--- config.mk ---
export PLATFORM = sky130hd
export DESIGN_NAME = store_buffer
export DESIGN_NICKNAME = d
export VERILOG_FILES = /design/src/rtl/store_buffer_pkg.sv /design/src/rtl/store_buf_fwd.sv /design/src/rtl/store_buffer.sv
export SDC_FILE = /design/constraint.sdc
export NUM_CORES = 1
export LEC_CHECK = 0
export ABC_AREA = 0
export CORE_ASPECT_RATIO = 0.7
export CORE_MARGIN = 4
export CORE_UTILIZATION = 62
export DETAILED_ROUTE_END_ITERATION = 12
export PLACE_DENSITY = 0.88
export RECOVER_POWER = 50
export SYNTH_ARGS = -nofsm -noshare
export SYNTH_HDL_FRONTEND = slang
export SYNTH_SLANG_ARGS = --single-unit
--- constraint.sdc ---
create_clock -name clk -period 13.5 [get_ports clk]
set_input_delay 2.025 -clock clk [delete_from_list [all_inputs] [get_ports clk]]
set_output_delay 2.025 -clock clk [all_outputs]
set_load 0.02 [all_outputs]
--- src/rtl/store_buffer_pkg.sv ---
// Shared defaults and types for the store buffer: entry layout and DM port grant encoding.
package store_buffer_pkg;

  localparam int unsigned SB_DEPTH      = 4;
  localparam int unsigned SB_AW         = 16;
  localparam int unsigned SB_DW         = 32;
  localparam int unsigned SB_STARVE_MAX = 3;

  typedef struct packed {
    logic [SB_AW-1:0] addr;
    logic [SB_DW-1:0] data;
  } sb_entry_t;

  typedef enum logic [1:0] {
    GNT_IDLE,
    GNT_LOAD,
    GNT_DRAIN,
    GNT_FORCE
  } dm_grant_e;

endpackage

--- src/rtl/store_buf_fwd.sv ---
// Combinational store-to-load forwarding: youngest valid entry whose address matches the load.
module store_buf_fwd
  import store_buffer_pkg::*;
#(
  parameter int unsigned DEPTH = SB_DEPTH,
  parameter int unsigned AW    = SB_AW,
  parameter int unsigned DW    = SB_DW
) (
  input  logic [DEPTH-1:0][AW-1:0]   ent_addr,
  input  logic [DEPTH-1:0][DW-1:0]   ent_data,
  input  logic [DEPTH-1:0]           ent_vld,
  input  logic [$clog2(DEPTH)-1:0]   head,
  input  logic [AW-1:0]              ld_addr,
  output logic                       ld_hit,
  output logic [DW-1:0]              ld_data
);

  localparam int unsigned PW = $clog2(DEPTH);

  logic [PW-1:0] idx;

  // Walk from oldest (head) to youngest so a later match overrides an earlier one.
  always_comb begin
    ld_hit  = 1'b0;
    ld_data = '0;
    idx     = '0;
    for (int unsigned i = 0; i < DEPTH; i++) begin
      idx = head + PW'(i);
      if (ent_vld[idx] && (ent_addr[idx] == ld_addr)) begin
        ld_hit  = 1'b1;
        ld_data = ent_data[idx];
      end
    end
  end

endmodule

--- src/rtl/store_buffer.sv ---
// In-order store queue between MEM and a single-ported DM; drains when loads leave the port idle.
module store_buffer
  import store_buffer_pkg::*;
#(
  parameter int unsigned DEPTH      = SB_DEPTH,
  parameter int unsigned AW         = SB_AW,
  parameter int unsigned DW         = SB_DW,
  parameter int unsigned STARVE_MAX = SB_STARVE_MAX
) (
  input  logic          clk,
  input  logic          rst_n,
  input  logic          st_vld,
  input  logic [AW-1:0] st_addr,
  input  logic [DW-1:0] st_data,
  output logic          st_rdy,
  input  logic          ld_vld,
  input  logic [AW-1:0] ld_addr,
  output logic          ld_hit,
  output logic [DW-1:0] ld_data,
  output logic          ld_stall,
  output logic          dm_we,
  output logic          dm_re,
  output logic [AW-1:0] dm_addr,
  output logic [DW-1:0] dm_wdata,
  output logic          sb_empty
);

  localparam int unsigned PW = $clog2(DEPTH);
  localparam int unsigned CW = $clog2(DEPTH + 1);
  localparam int unsigned SW = $clog2(STARVE_MAX + 1);

  logic [DEPTH-1:0][AW-1:0] ent_addr;
  logic [DEPTH-1:0][DW-1:0] ent_data;
  logic [DEPTH-1:0]         ent_vld;
  logic [PW-1:0]            head;
  logic [PW-1:0]            tail;
  logic [CW-1:0]            count;
  logic [SW-1:0]            starve_cnt;
  dm_grant_e                grant;
  logic                     push;
  logic                     pop;

  assign st_rdy   = (count != CW'(DEPTH));
  assign sb_empty = (count == '0);
  assign push     = st_vld && st_rdy;
  assign pop      = (grant == GNT_FORCE) || (grant == GNT_DRAIN);

  always_comb begin
    grant = GNT_IDLE;
    if ((starve_cnt == SW'(STARVE_MAX)) && !sb_empty) begin
      grant = GNT_FORCE;
    end else if (ld_vld) begin
      grant = GNT_LOAD;
    end else if (!sb_empty) begin
      grant = GNT_DRAIN;
    end
  end

  always_comb begin
    dm_we    = 1'b0;
    dm_re    = 1'b0;
    dm_addr  = '0;
    dm_wdata = '0;
    ld_stall = 1'b0;
    case (grant)
      GNT_FORCE: begin
        dm_we    = 1'b1;
        dm_addr  = ent_addr[head];
        dm_wdata = ent_data[head];
        ld_stall = ld_vld;
      end
      GNT_DRAIN: begin
        dm_we    = 1'b1;
        dm_addr  = ent_addr[head];
        dm_wdata = ent_data[head];
      end
      GNT_LOAD: begin
        dm_re   = 1'b1;
        dm_addr = ld_addr;
      end
      default: ;
    endcase
  end

  // Push and pop never target the same slot: push needs count<DEPTH, pop needs count>0.
  always_ff @(posedge clk or negedge rst_n) begin
    if (!rst_n) begin
      head       <= '0;
      tail       <= '0;
      count      <= '0;
      ent_vld    <= '0;
      starve_cnt <= '0;
    end else begin
      if (push) begin
        ent_vld[tail] <= 1'b1;
        tail          <= tail + PW'(1);
      end
      if (pop) begin
        ent_vld[head] <= 1'b0;
        head          <= head + PW'(1);
      end
      case ({push, pop})
        2'b10:   count <= count + CW'(1);
        2'b01:   count <= count - CW'(1);
        default: ;
      endcase
      if (sb_empty || pop) begin
        starve_cnt <= '0;
      end else if ((grant == GNT_LOAD) && (starve_cnt != SW'(STARVE_MAX))) begin
        starve_cnt <= starve_cnt + SW'(1);
      end
    end
  end

  always_ff @(posedge clk) begin
    if (push) begin
      ent_addr[tail] <= st_addr;
      ent_data[tail] <= st_data;
    end
  end

  store_buf_fwd #(
    .DEPTH (DEPTH),
    .AW    (AW),
    .DW    (DW)
  ) u_fwd (
    .ent_addr (ent_addr),
    .ent_data (ent_data),
    .ent_vld  (ent_vld),
    .head     (head),
    .ld_addr  (ld_addr),
    .ld_hit   (ld_hit),
    .ld_data  (ld_data)
  );

endmodule

; ---- Yosys cells after proc, flatten, opt, wreduce, memory -nomap -nowiden
; Cells that the tools add are included.
[op_classes]
add_sub_neg = 7
order_cmp = 7
n_eq_ne = 12
mux = 55
bitwise_logic = 3
n_reduce_logical = 16
[op_table]
columns = operator, count
row1 = $mux 32, 10
row2 = $bmux 32 s2, 4
row3 = $bmux 16 s2, 4
row4 = $bwmux 128, 1
row5 = $mux 16, 5
row6 = $bwmux 64, 1
row7 = $demux 32 s2, 1
row8 = $eq 16x16->1, 4
row9 = $demux 16 s2, 1
row10 = $pmux 16 s2, 1
row11 = $lt 2x3->1 const B, 5
row12 = $mux 1, 13
row13 = $mux 2, 5
row14 = $logic_and 1x1->1, 9
row15 = $bmux 1 s2, 4
row16 = $eq 2x2->1 const B, 4
row17 = $mux 4, 2
row18 = $add 2x1->2 const B, 3
row19 = $pmux 3 s2, 1
row20 = $add 2x2->2 const B, 2
row21 = $and 4x4->4, 1
row22 = $demux 1 s2, 2
row23 = $eq 2x1->1 const B, 2
row24 = $ge 2x1->1 const B, 2
row25 = 11 further kinds, 13
[totals]
regBits = 205
inputBits = 68
output_inout_bits = 86
wordCells = 113

; ---- Logic depth before layout (Yosys ltp)
[depth]
ltp_word = 8
depth_mapped = 18
mapped_depth_nobuf = 10

; ---- Hierarchy
; From an unflattened synthesis, not the netlist that was laid out.
[unflattened]
cells_unflattened = 1151
area_unflattened_um2 = 14645.3
[by_module_without_submodules]
columns = mod, n_inst, cells_per_inst, area_per_inst_um2, seq_area_each_um2
row1 = store_buffer, 1, 366, 8029.0, 6090.8
row2 = store_buf_fwd, 1, 785, 6616.3, 0.0

; ---- Least setup slack after synthesis
; OpenSTA, ideal clock, no wires.
[synth_path]
kind = register to output
start = reg head[1]
end = out ld_data[30]
arrival_time_ns = 4.534
required_ns = 11.475
path_slack_ns = 6.941
stages_incl_launch_ff = 17
n_path_buf = 7
path_cell_list = dfrtp_1 -> buf_6 -> buf_4 -> buf_2 -> clkbuf_1 -> clkbuf_1 -> inv_1 -> ha_1 -> buf_2 -> buf_4 -> mux2i_1 -> mux2i_1 -> a21oi_1 -> or4_1 -> or4_1 -> o211a_1 -> o31ai_1
[synth_between]
elab_chain_cells = 8
elab_cells_between_ends = 39
classes_between = 3 x add/sub / 4 x eq/ne / 28 x mux / 4 x reduce/logical
[synth_lines]
columns = element, line
row1 = start: declaration, store_buffer.sv:35  ; logic [PW-1:0] head;
row2 = start signal: assignment, store_buffer.sv:100  ; head <= head + PW'(1);
row3 = $add 2x1->2 / $bmux 16 s2 (equally long branches), "store_buf_fwd.sv:28, store_buf_fwd.sv:29"
row4 = $bmux 16 s2 / $mux 16 (equally long branches), store_buf_fwd.sv:29  ; if (ent_vld[idx] && (ent_addr[idx] == ld_addr)) begin
row5 = $mux 16 (not written as such) / $eq 16x16->1 (equally long branches), store_buf_fwd.sv:29
row6 = $eq 16x16->1 / $logic_and 1x1->1 (equally long branches), store_buf_fwd.sv:29
row7 = $logic_and 1x1->1 / $mux 32 (equally long branches), store_buf_fwd.sv:29
row8 = $mux 32 (2 in a row), store_buf_fwd.sv:29
row9 = $mux 32 (*), store_buf_fwd.sv:29
row10 = end: declaration, store_buffer.sv:19  ; output logic [DW-1:0] ld_data,
; Mark *: on every way between the ends. The rest lies on a longest branch, timed or not. The select of a mux whose other input is x is not followed.

; ---- Worst setup path in the final report
[layout_path]
start = reg head[0]
end = out ld_data[29]
; The elaborated chain is that of the path after synthesis.

==> impl_results.md <==
* PD cells at 221 nW/um^2
* Row count at 45
* Crit path kind: flip-flop to output pin
* Fin crit share at 65.9%
* Routability cong. at just under 0.9
* Drt total wl at between 30,000 and 40,000 um
* Post-synthesis mux area share at 32.1%
* Primary flip-flop cell chosen by synthesis mapping: edfxtp_1
* Yosys warning count at 0
* Fin Clk Skew at 0.00898 ns
* Synth Area in Compound Gates at under 10%
* Share of the synthesized area in the top cell type at 42.0%
* Post-synth EDFFs at 192
* Clk_lat worst skew at 0.50 ns
* Maximum number of pins on one net before global-route repair at between 70 and 80
* H-tree lvl count at 1
* Net Count, Synth at 973
* 1st-pass router iterations at 7
* DRC at 0
* ANT nets after route at 0
* Sequential area share after synthesis at 44.4%
* Routed len/inst at 25.4 um
* Initial antenna violation count at 2
* Crit path time final at about 8.9 ns
* Netlist cell types at 52
* Number of I/O pins at ~150
* Vias per cell at 7.18
* XOR/XNOR share of the synthesized area at approximately 4.2%
* Post-layout util at 73.1%
* Clock sinks at 205
* Synth Area per Inst at 15.4 sq um
* Die area at 24,600 sq um
* Synth cell count leaders: edfxtp_1 (192), mux4_2 (185), nand2_1 (83)
* Post-CTS setup buffers at 0
* Clock buffer depth at 3
* Number of max-cap violations at 2
* Synth Area in Adders at 1.06%
* Cell Area, Synth at 13,700 sq um
* Final net count at 1,069
* Clk root buf: clkbuf_16
* Footprint of the multi-input gates at 7140 sq um
* Main combinational cell family by area after synthesis: multiplexers
* CP required at 11.48 ns
* Cts bufs inserted at 21
* Slew Viols, Final at 95
* Post-synth top area cell: edfxtp_1
* Fmax at between 0.1 and 0.15 GHz
* Grt total ovfl at 0
* DR vias at 9,243
* Simple-Gate Fraction of Synth Area at 7.41%
* Post-CTS sizing at 0
* Slack of the worst reg-to-reg path at 9.88 ns
* Ys async rst share at 6.34%
* FF+latch count, synth at ~210
* Worst slew margin at -99.4%
* DIE HEIGHT at 133 um
* CTS Hold Bufs at 0
* Worst Path Arrival at 6.87 ns
* Die X at 186 um
* Vias in the first global route at 8,925
* Total power at roughly 3.5 mW
* Starting Density at 63.2%
* CTS tree: done
* Worst slew pin tran at around 3 ns
* Startpoint types: flip-flop
* Clock slew at reported path FFs at ~0.06 ns
* RSZ-0062 raised after global routing: no
* CP Capture Type: output pin
* Core footprint at 21,700 sq um
* Final HPWL DP at 20,800 um
* Reg area at 6100 sq um
* VDD IR max at 0.136 mV
* Share of layout cells above drive strength 1 at 25.1%
* Leakage at 5.00 nW
* First-pass GRT wire length at a little over 50,000 um
* FILL cells at about 1,400
* Synth-to-layout area growth at 15.8%
* Syn Inst Count at 894
* Top-count cell post-synth: edfxtp_1
* TNS Setup at 0 ns
* Fin. Hold Viols at 0
* Worst Hold Class: flip-flop to flip-flop
* Status: complete, but fails checks
* Failing checks: capacitance limit, slew limit
* Worst-path fanout max at 65
* Area contributors post-synth: edfxtp_1 (42%), mux4_2 (30%), xnor2_1 (3.5%), dfrtp_1 (2.4%), nand2_1 (2.3%)
* Setup violators final at 0
* GRT Total Usage at 26.8%
* Initial DRC Count at 976
* Buffers on Ports at approximately 150
[cells in the final DEF, fill, tap and decap left out, drive strengths merged, types with 3 or more instances in the layout]
cell type and count:
edfxtp 192, mux4 185, clkdlybuf4s50 102, nand2 83
xnor2 55, dlygate4sd3 51, and2 34, a32oi 33
nand3b 31, o21bai 31, clkbuf 28, mux2i 21
inv 14, a22o 13, dfrtp 13, buf 12
xor2 11, nand4 10, ha 10, nor2 6
o21ai 6, clkinv 6, a21oi 5, or4 4
nand3 4, a2bb2oi 4, and3 4, o221ai 3
a32o 3, clkinvlp 3, nor4 3, nor2b 3
mux2 3
[final timing paths]
path | from | end | cells after the start
max in group asynchronous | rst_n | head[1]$_DFFE_PN0N_ | 1
min in group asynchronous | rst_n | ent_vld[3]$_DFF_PN0_ | 1
setup reg to reg | starve_cnt[0]$_DFFE_PN0P_ | head[0]$_DFFE_PN0N_ | 5
hold reg to reg | starve_cnt[0]$_DFFE_PN0P_ | starve_cnt[0]$_DFFE_PN0P_ | 1
hold / removal | starve_cnt[0]$_DFFE_PN0P_ | starve_cnt[0]$_DFFE_PN0P_ | 1
setup / recovery | head[0]$_DFFE_PN0N_ | ld_data[29] | 12
[flip-flops by register name (all words and copies together) (netlist names)]
register and cells:
count 3, ent_addr 64, ent_data 128, tail 2
head 2, ent_vld 4, starve_cnt 2
[final cells by class]
type                    count  area share [%]
clock buffers              27            3.57
inverters                  13           0.307
multi-input cells         583            44.9
flip-flops and latches    205            38.4
diodes                      1          0.0157
repair buffers            166            10.2
well taps                 282            2.22
clock inverters            10           0.370
[stage by stage]
step / std cells / area [sq um] / setup slack, ns / hold WS, ns
floorplan: 894 / 13700 / 6.94 / 0.415
CTS: 1286 / 15900 / 4.59 / 0.451
detailed placement: 1249 / 15300 / 5.14 / 0.443
finish: 1287 / 15900 / 4.61 / 0.449
global route: 1286 / 15900 / 4.15 / 0.485
global placement: 1249 / 15300 / 5.32 / 0.428
[power breakdown]
| group | internal [mW] | switching (mW) | total, mW |
|---|---|---|---|
| sequential | 0.855 | 0.157 | 1.01 |
| combinational | 1.05 | 0.909 | 1.95 |
| clock | 0.298 | 0.243 | 0.541 |
[kinds of logic (layout without fill, tap and decap cells)]
family,Yosys count,after routing
other,0,1
adders and majority gates,11,11
muxes,209,209
buffers and inverters,106,216
DFF,205,205
and+or+nand+nor,186,186
xor gates and xnor gates,66,66
AOI/OAI and AO/OA,111,111
[critical path, stage by stage, from the launching register on]
cell             delay (ns)
dfrtp_4                0.82
inv_1                  0.41
ha_4                   0.84
buf_4                  0.86
mux4_2                 0.42
xor2_1                 0.17
nor4_1                 0.28
nand4_1                0.19
nor4_4                 0.25
buf_4                  0.56
nor2b_4                0.34
a32oi_1                0.42
clkdlybuf4s50_1        0.67
[layer usage]
metal / up-vias / track usage (%) / part of all wire [%]
li1: 3870 / - / -
met1: 4699 / 41.3 / 40
met2: 606 / 39.8 / 46
met3: 64 / 6.18 / 12
met4: 4 / 5.87 / 2.2
met5: - / 0 / 0.043
Note: power is estimated with default switching activity, not from simulation.
